File: config.mk
export PLATFORM = sky130hd
export DESIGN_NAME = muldiv_unit
export DESIGN_NICKNAME = d
export VERILOG_FILES = /design/src/rtl/muldiv_unit.sv
export SDC_FILE = /design/constraint.sdc
export NUM_CORES = 1
export LEC_CHECK = 0
export BUFFER_PORTS_ARGS = -buffer_cell sky130_fd_sc_hd__buf_4
export CAP_MARGIN = 20
export CELL_PAD_IN_SITES_DETAIL_PLACEMENT = 0
export CELL_PAD_IN_SITES_GLOBAL_PLACEMENT = 1
export CORE_ASPECT_RATIO = 0.6
export CORE_MARGIN = 2
export CORE_UTILIZATION = 43
export CTS_CLUSTER_DIAMETER = 100
export DETAILED_ROUTE_END_ITERATION = 8
export PLACE_DENSITY_LB_ADDON = 0.08
export SLEW_MARGIN = 20
export SYNTH_ARGS = -nofsm -noshare
export SYNTH_HDL_FRONTEND = slang
export SYNTH_SLANG_ARGS = --single-unit
File: constraint.sdc
create_clock -name clk -period 3.8 [get_ports clk]
set_input_delay 0.76 -clock clk [delete_from_list [all_inputs] [get_ports clk]]
set_output_delay 0.76 -clock clk [all_outputs]
set_load 0.02 [all_outputs]
File: src/rtl/muldiv_unit.sv
// Iterative RV32M multiply/divide unit: one shift-add or restoring-divide step per cycle.
// Optional macro MULDIV_EARLY_OUT_EN enables a short IDLE->FIX path for trivial operands.
module muldiv_unit #(
  parameter int XLEN = 32,
  parameter int RD_W = 5
) (
  input  logic            clk,
  input  logic            reset_n,
  input  logic            start,
  input  logic [2:0]      funct3,
  input  logic [XLEN-1:0] rs1_val,
  input  logic [XLEN-1:0] rs2_val,
  input  logic [RD_W-1:0] rd_in,
  output logic            ready,
  output logic            done,
  output logic [XLEN-1:0] result,
  output logic [RD_W-1:0] rd_out,
  output logic            we_out
);

  // state | meaning
  // IDLE  | waiting for start, ready=1
  // CALC  | XLEN iteration steps, counter XLEN-1..0
  // FIX   | sign correction and boundary overrides
  // DONE  | one-cycle done / write-back pulse
  typedef enum logic [1:0] {S_IDLE, S_CALC, S_FIX, S_DONE} state_t;

  localparam int CW = $clog2(XLEN);
  localparam logic [XLEN-1:0] SMIN = {1'b1, {(XLEN-1){1'b0}}};

  state_t            r_state, w_state_nxt;
  logic [CW-1:0]     r_cnt;
  logic [2:0]        r_f3;
  logic [RD_W-1:0]   r_rd;
  logic              r_a_neg, r_b_neg, r_div0, r_ovf;
  logic [XLEN-1:0]   r_dividend;
  logic [2*XLEN-1:0] r_mcand;
  logic [XLEN-1:0]   r_mplr;
  logic [2*XLEN-1:0] r_acc;
  logic [XLEN-1:0]   r_rem;
  logic [XLEN-1:0]   r_result;
  logic [RD_W-1:0]   r_rd_out;

  logic              w_is_div, w_a_signed, w_b_signed, w_a_neg, w_b_neg, w_div0, w_ovf;
  logic [XLEN-1:0]   w_a_mag, w_b_mag;
  logic [XLEN:0]     w_rem_sh, w_diff;
  logic [2*XLEN-1:0] w_prod;
  logic [XLEN-1:0]   w_quo, w_rem, w_fix_res;

  assign w_is_div   = funct3[2];
  assign w_a_signed = w_is_div ? ~funct3[0] : (funct3[1:0] != 2'b11);
  assign w_b_signed = w_is_div ? ~funct3[0] : ~funct3[1];
  assign w_a_neg    = w_a_signed & rs1_val[XLEN-1];
  assign w_b_neg    = w_b_signed & rs2_val[XLEN-1];
  assign w_a_mag    = w_a_neg ? (-rs1_val) : rs1_val;
  assign w_b_mag    = w_b_neg ? (-rs2_val) : rs2_val;
  assign w_div0     = w_is_div && (rs2_val == '0);
  assign w_ovf      = w_is_div && ~funct3[0] && (rs1_val == SMIN) && (rs2_val == '1);

`ifdef MULDIV_EARLY_OUT_EN
  logic w_short;
  assign w_short = w_div0 | w_ovf | (~w_is_div & ((rs1_val == '0) | (rs2_val == '0)));
`endif

  // Restoring divide: divisor lives in the low half of r_mcand, dividend shifts out of r_mplr.
  assign w_rem_sh = {r_rem, r_mplr[XLEN-1]};
  assign w_diff   = w_rem_sh - {1'b0, r_mcand[XLEN-1:0]};

  assign w_prod = (r_a_neg ^ r_b_neg) ? (-r_acc) : r_acc;
  assign w_quo  = (r_a_neg ^ r_b_neg) ? (-r_mplr) : r_mplr;
  assign w_rem  = r_a_neg ? (-r_rem) : r_rem;

  always_comb begin
    w_fix_res = '0;
    case (r_f3)
      3'b000:                 w_fix_res = w_prod[XLEN-1:0];
      3'b001, 3'b010, 3'b011: w_fix_res = w_prod[2*XLEN-1:XLEN];
      3'b100, 3'b101:         w_fix_res = r_div0 ? '1 : (r_ovf ? SMIN : w_quo);
      default:                w_fix_res = r_div0 ? r_dividend : (r_ovf ? '0 : w_rem);
    endcase
  end

  always_ff @(posedge clk or negedge reset_n) begin
    if (!reset_n) r_state <= S_IDLE;
    else          r_state <= w_state_nxt;
  end

  always_comb begin
    w_state_nxt = r_state;
    case (r_state)
      S_IDLE: if (start) begin
`ifdef MULDIV_EARLY_OUT_EN
        w_state_nxt = w_short ? S_FIX : S_CALC;
`else
        w_state_nxt = S_CALC;
`endif
      end
      S_CALC: if (r_cnt == '0) w_state_nxt = S_FIX;
      S_FIX:  w_state_nxt = S_DONE;
      default: w_state_nxt = S_IDLE;
    endcase
  end

  always_ff @(posedge clk or negedge reset_n) begin
    if (!reset_n) begin
      r_cnt      <= '0;
      r_f3       <= '0;
      r_rd       <= '0;
      r_a_neg    <= 1'b0;
      r_b_neg    <= 1'b0;
      r_div0     <= 1'b0;
      r_ovf      <= 1'b0;
      r_dividend <= '0;
      r_mcand    <= '0;
      r_mplr     <= '0;
      r_acc      <= '0;
      r_rem      <= '0;
      r_result   <= '0;
      r_rd_out   <= '0;
    end else begin
      case (r_state)
        S_IDLE: if (start) begin
          r_cnt      <= CW'(XLEN-1);
          r_f3       <= funct3;
          r_rd       <= rd_in;
          r_a_neg    <= w_a_neg;
          r_b_neg    <= w_b_neg;
          r_div0     <= w_div0;
          r_ovf      <= w_ovf;
          r_dividend <= rs1_val;
          r_mcand    <= {{XLEN{1'b0}}, (w_is_div ? w_b_mag : w_a_mag)};
          r_mplr     <= w_is_div ? w_a_mag : w_b_mag;
          r_acc      <= '0;
          r_rem      <= '0;
        end
        S_CALC: begin
          r_cnt <= r_cnt - CW'(1);
          if (r_f3[2]) begin
            if (!w_diff[XLEN]) begin
              r_rem  <= w_diff[XLEN-1:0];
              r_mplr <= {r_mplr[XLEN-2:0], 1'b1};
            end else begin
              r_rem  <= w_rem_sh[XLEN-1:0];
              r_mplr <= {r_mplr[XLEN-2:0], 1'b0};
            end
          end else begin
            if (r_mplr[0]) r_acc <= r_acc + r_mcand;
            r_mcand <= r_mcand << 1;
            r_mplr  <= r_mplr >> 1;
          end
        end
        S_FIX: begin
          r_result <= w_fix_res;
          r_rd_out <= r_rd;
        end
        default: ;
      endcase
    end
  end

  assign ready  = (r_state == S_IDLE);
  assign done   = (r_state == S_DONE);
  assign result = r_result;
  assign rd_out = r_rd_out;
  assign we_out = done && (r_rd_out != '0);

endmodule

==> results <==
- The initial antenna violation count is 3.
- Of all nets on the critical path, the largest fanout is 4.
- The number of max-slew violations in the final report was 0.
- The cell type with the largest total area after synthesis is sky130_fd_sc_hd__dfrtp_1.
- The multi-input combinational cells in the finished layout cover a total of 14,700 sq um.
- The worst setup path is captured at a flip-flop.
- The path class of the tightest hold or removal check is input port to async pin.
- For this block, the routed nets add up to 96,400 um of wire.
- In this run, distinct cell masters in the synthesized netlist total 84.
- The post-synthesis instance area is 22,500 sq um.
- Clock-pin slew was measured on the worst setup and hold paths at 60 ps.
- TritonCTS created 34 clock buffers.
- The sequential standard cell area is 7010 sq um.
- The count of unresolved DRC violations after routing is 0.
- The number of primary I/O pins is 115.
- The share of Yosys cell area claimed by the top area cell type is 31.1%.
- Final hold analysis gives a worst-case slack of 196 ps.
- The initialized floorplan defines 64 standard-cell rows.
- The TritonCTS clock tree is yes.
- The tree is rooted in a sky130_fd_sc_hd__clkbuf_16.
- Across the VDD grid, the largest voltage drop is 607 uV.
- The post-route cell area is 26,300 sq um.
- The leakage component of the power is 11.8 nW.
- The initial core utilization is 43.9%.
- The run finished with clean final reports.
- Power spread over the standard cell area amounts to 857 nW/um^2.
- After the flow finishes, the layout carries non-filler instances totaling 3,622.
- The area growth from synthesis to layout is 16.9%.
- The setup clock skew after layout is 28.8 ps.
- For this run, asynchronously set or reset flops after synthesis account for 100%.
- Across every metal layer, demand over resource in global routing totals 34.8%.
- The die area is 54,300 sq um.
- At the pin with the least slew margin, the transition time is 984 ps.
- By startpoint and endpoint, the worst setup path is classified as flip-flop to flip-flop.
- The pre-CTS worst setup slack is -185 ps.
- The number of global-route vias before repair was 21,005.
- The detailed router finished its first iteration with 2,887 violations.
- The slack of the critical path is 146 ps.
- The number of nets with antenna violations after detailed routing is 0.
- The number of nets in the layout is 3,091.
- STA classifies the critical path startpoint as a flip-flop.
- The maximum count of clock buffers along a single path is 3.
- The yosys synthesis warning count is 0.
- Synthesis produced 2,756 cells.
- The detailed router placed 22,858 vias in this run.
- The most frequently used flop master after synthesis is sky130_fd_sc_hd__dfrtp_1.
- In the finished design, the share of the clock period the worst path needs comes to 96.2%.
- The clock tree synthesis step divided the H-tree into 2 levels.
- For this run, the register share of the synthesized area comes to 31.1%.
- After detailed routing, the average wire length per cell comes to 26.6 um.
- The pin count of the biggest net entering global routing is 78.
- Input and output buffers added on the ports amount to 114.
- The post-detailed-placement cell area is 25,100 sq um.
- Counting the fill cells in the layout gives 4,958.
- The synthesized design contains 0 enable-type register cells.
- The total count of hold-check failures in the final report was 0.
- The overall power after layout is 22.6 mW.
- The wire length of the first global-routing pass is 143,000 um.
- Ranked by total cell area, the synthesized netlist is headed by sky130_fd_sc_hd__dfrtp_1 (31%), sky130_fd_sc_hd__ha_1 (5.9%), sky130_fd_sc_hd__o21ai_0 (5.6%), sky130_fd_sc_hd__a21oi_1 (5.6%), sky130_fd_sc_hd__xnor2_1 (5.4%).
- The critical path data arrival time is 4060 ps.
- The fraction of final layout cells with drive strength greater than 1 is 15.4%.
- The placer congestion estimate is 0.981.
- For the worst-skew pair, the clock arrives at the later sink with an insertion delay of 550 ps.
- The die extent in y is 181 um.
- The time the worst path needs with I/O delays and setup is 3650 ps.
- The highest clock frequency the design can meet is 274 MHz.
- In this run the tightest slew margin relative to its limit is 34.2%.
- The area of the placeable core is 51,300 sq um.
- The total grt overflow is 0.
- The half-perimeter wire length after detailed placement is 75,100 um.
- The post-placement cell count is 3,561.
- The number of max-cap violations is 0.
- The first detailed-routing pass took 7 iterations.
- The synthesized netlist net count is 2,940.
- The final-report setup violation count is 0.
- From left edge to right edge, the die measures 299 um.
- The clock sink count is 280.
- The required time at the worst-slack endpoint is 4200 ps.
- Dividing the detail-routed via count by the number of cells gives 6.31.
- After synthesis, the mean cell area works out to 8.17 sq um.
- In this run, synthesis produced a sequential element count of 280.
- The worst register-to-register path has a depth of 10.
- In this run, post-CTS hold repair placed 0 buffers.
## power breakdown
group / internal (mW) / switching (mW) / leakage (nW)
clock network: 2.05 / 1.43 / 0.567
logic: 4.95 / 8.94 / 7.74
registers: 3.96 / 1.24 / 3.53
## worst paths after layout
| path | startpoint | to | slack, ps |
|---|---|---|---|
| min | reset_n | r_rem[12] | 200 |
| min reg2reg | r_rd[2] | r_rd[2] | 500 |
| max | r_acc[51] | result[31] | 150 |
| min in group clk | rd_in[2] | r_rd[2] | 460 |
| max reg2reg | r_acc[51] | result[31] | 150 |
| max in group asynchronous | reset_n | result[31] | 2610 |
## registers in the layout, summed over array words and instances, names as in the netlist, 2 cells and up
name        flops
r_mcand        64
r_acc          64
r_rd            5
r_state         2
result         32
r_f3            3
r_dividend     32
r_rem          32
r_cnt           5
r_mplr         32
rd_out          5
## area by class of cell
class,instances,area share [%]
multi-input cells,2210,55.7
flip-flops and latches,280,26.6
repair buffers,300,8.89
clock buffers,51,4.01
well taps,693,3.29
inverters,81,1.15
clock inverters,6,0.318
diodes,1,0.00950
## through the flow
stage / TNS, ps / utilization, %
final: 0 / 51.3
after global routing: -41.9 / 51.3
after CTS: 0 / 51.1
after detailed placement: -186 / 48.8
after global placement: -202 / 48.8
after floorplan: 0 / -
## routing by layer
| layer | global-route usage [%] | wire length, um | up-vias |
|---|---|---|---|
| li1 | - | - | 10429 |
| met3 | 10.8 | 11900 | 110 |
| met4 | 6.64 | 1830 | 2 |
| met1 | 54.5 | 45800 | 11199 |
| met5 | 0 | 13 | - |
| met2 | 46.0 | 36800 | 1118 |
## cell usage in the layout, fill, tap and decap left out, types with 20 or more instances in the layout
cell type                   netlist  layout
sky130_fd_sc_hd__buf_4            0     291
sky130_fd_sc_hd__nand2_1        282     280
sky130_fd_sc_hd__dfrtp_1        280     279
sky130_fd_sc_hd__o21ai_0        251     250
sky130_fd_sc_hd__a21oi_1        250     249
sky130_fd_sc_hd__nor2_1         189     187
sky130_fd_sc_hd__xnor2_1        139     138
sky130_fd_sc_hd__xor2_1         116     115
sky130_fd_sc_hd__ha_1           107     105
sky130_fd_sc_hd__inv_1           79      79
sky130_fd_sc_hd__a211oi_1        73      71
sky130_fd_sc_hd__a21o_1          69      69
sky130_fd_sc_hd__nand3_1         63      63
sky130_fd_sc_hd__mux2i_1         48      47
sky130_fd_sc_hd__nor3_1          47      46
sky130_fd_sc_hd__mux2_2          46      45
sky130_fd_sc_hd__a22o_1          37      37
sky130_fd_sc_hd__clkbuf_16        0      35
sky130_fd_sc_hd__o31ai_1         37      34
sky130_fd_sc_hd__nand4_1         34      34
sky130_fd_sc_hd__nor4_1          29      28
sky130_fd_sc_hd__nand2b_1        27      27
sky130_fd_sc_hd__and2_1          24      24
sky130_fd_sc_hd__or3_1           24      24
sky130_fd_sc_hd__a31oi_1         23      23
sky130_fd_sc_hd__o41ai_1         21      21
sky130_fd_sc_hd__and3_1          20      20
## cell families (layout without fill, tap and decap cells)
kind of cell	count (synthesis)	after routing	share of synthesized area [%]
other	0	1	0
adder cells (fa/ha/maj)	109	109	6.12
XOR/XNOR	255	255	9.91
flip-flops	280	280	31.1
multiplexers	94	94	4.43
buffers and inverters	267	438	4.50
AND/OR/NAND/NOR	796	797	16.6
AO/OA/AOI/OAI	955	955	27.3
## worst max-delay path, stage by stage, from the launching register on
cell	delay (ps)
sky130_fd_sc_hd__dfrtp_1	380
sky130_fd_sc_hd__or3_4	440
sky130_fd_sc_hd__or4_4	480
sky130_fd_sc_hd__or2_1	260
sky130_fd_sc_hd__or3b_4	400
sky130_fd_sc_hd__or3_4	380
sky130_fd_sc_hd__or3_4	370
sky130_fd_sc_hd__o41ai_4	300
sky130_fd_sc_hd__xnor2_1	130
sky130_fd_sc_hd__a21oi_1	250
sky130_fd_sc_hd__o211ai_1	120
## cell usage after synthesis (16+ instances only)
cell,instances
sky130_fd_sc_hd__nand2_1,282
sky130_fd_sc_hd__dfrtp_1,280
sky130_fd_sc_hd__o21ai_0,251
sky130_fd_sc_hd__a21oi_1,250
sky130_fd_sc_hd__nor2_1,189
sky130_fd_sc_hd__clkbuf_1,170
sky130_fd_sc_hd__xnor2_1,139
sky130_fd_sc_hd__xor2_1,116
sky130_fd_sc_hd__ha_1,107
sky130_fd_sc_hd__inv_1,79
sky130_fd_sc_hd__a211oi_1,73
sky130_fd_sc_hd__a21o_1,69
sky130_fd_sc_hd__nand3_1,63
sky130_fd_sc_hd__mux2i_1,48
sky130_fd_sc_hd__nor3_1,47
sky130_fd_sc_hd__mux2_2,46
sky130_fd_sc_hd__a22o_1,37
sky130_fd_sc_hd__o31ai_1,37
sky130_fd_sc_hd__nand4_1,34
sky130_fd_sc_hd__nor4_1,29
sky130_fd_sc_hd__nand2b_1,27
sky130_fd_sc_hd__and2_1,24
sky130_fd_sc_hd__or3_1,24
sky130_fd_sc_hd__a31oi_1,23
sky130_fd_sc_hd__o311ai_0,21
sky130_fd_sc_hd__o41ai_1,21
sky130_fd_sc_hd__and3_1,20
sky130_fd_sc_hd__a221oi_1,17
sky130_fd_sc_hd__o211ai_1,16
## what timing repair did
item                                    in CTS  in global routing
endpoints found under the setup margin       4                 50
setup buffers                                0                  2
resized for setup                            1                 31
gates cloned                                 0                  1
hold endpoints to repair                     0                  0
pin swaps                                    0                  2
(Power assumes the default switching activity.)
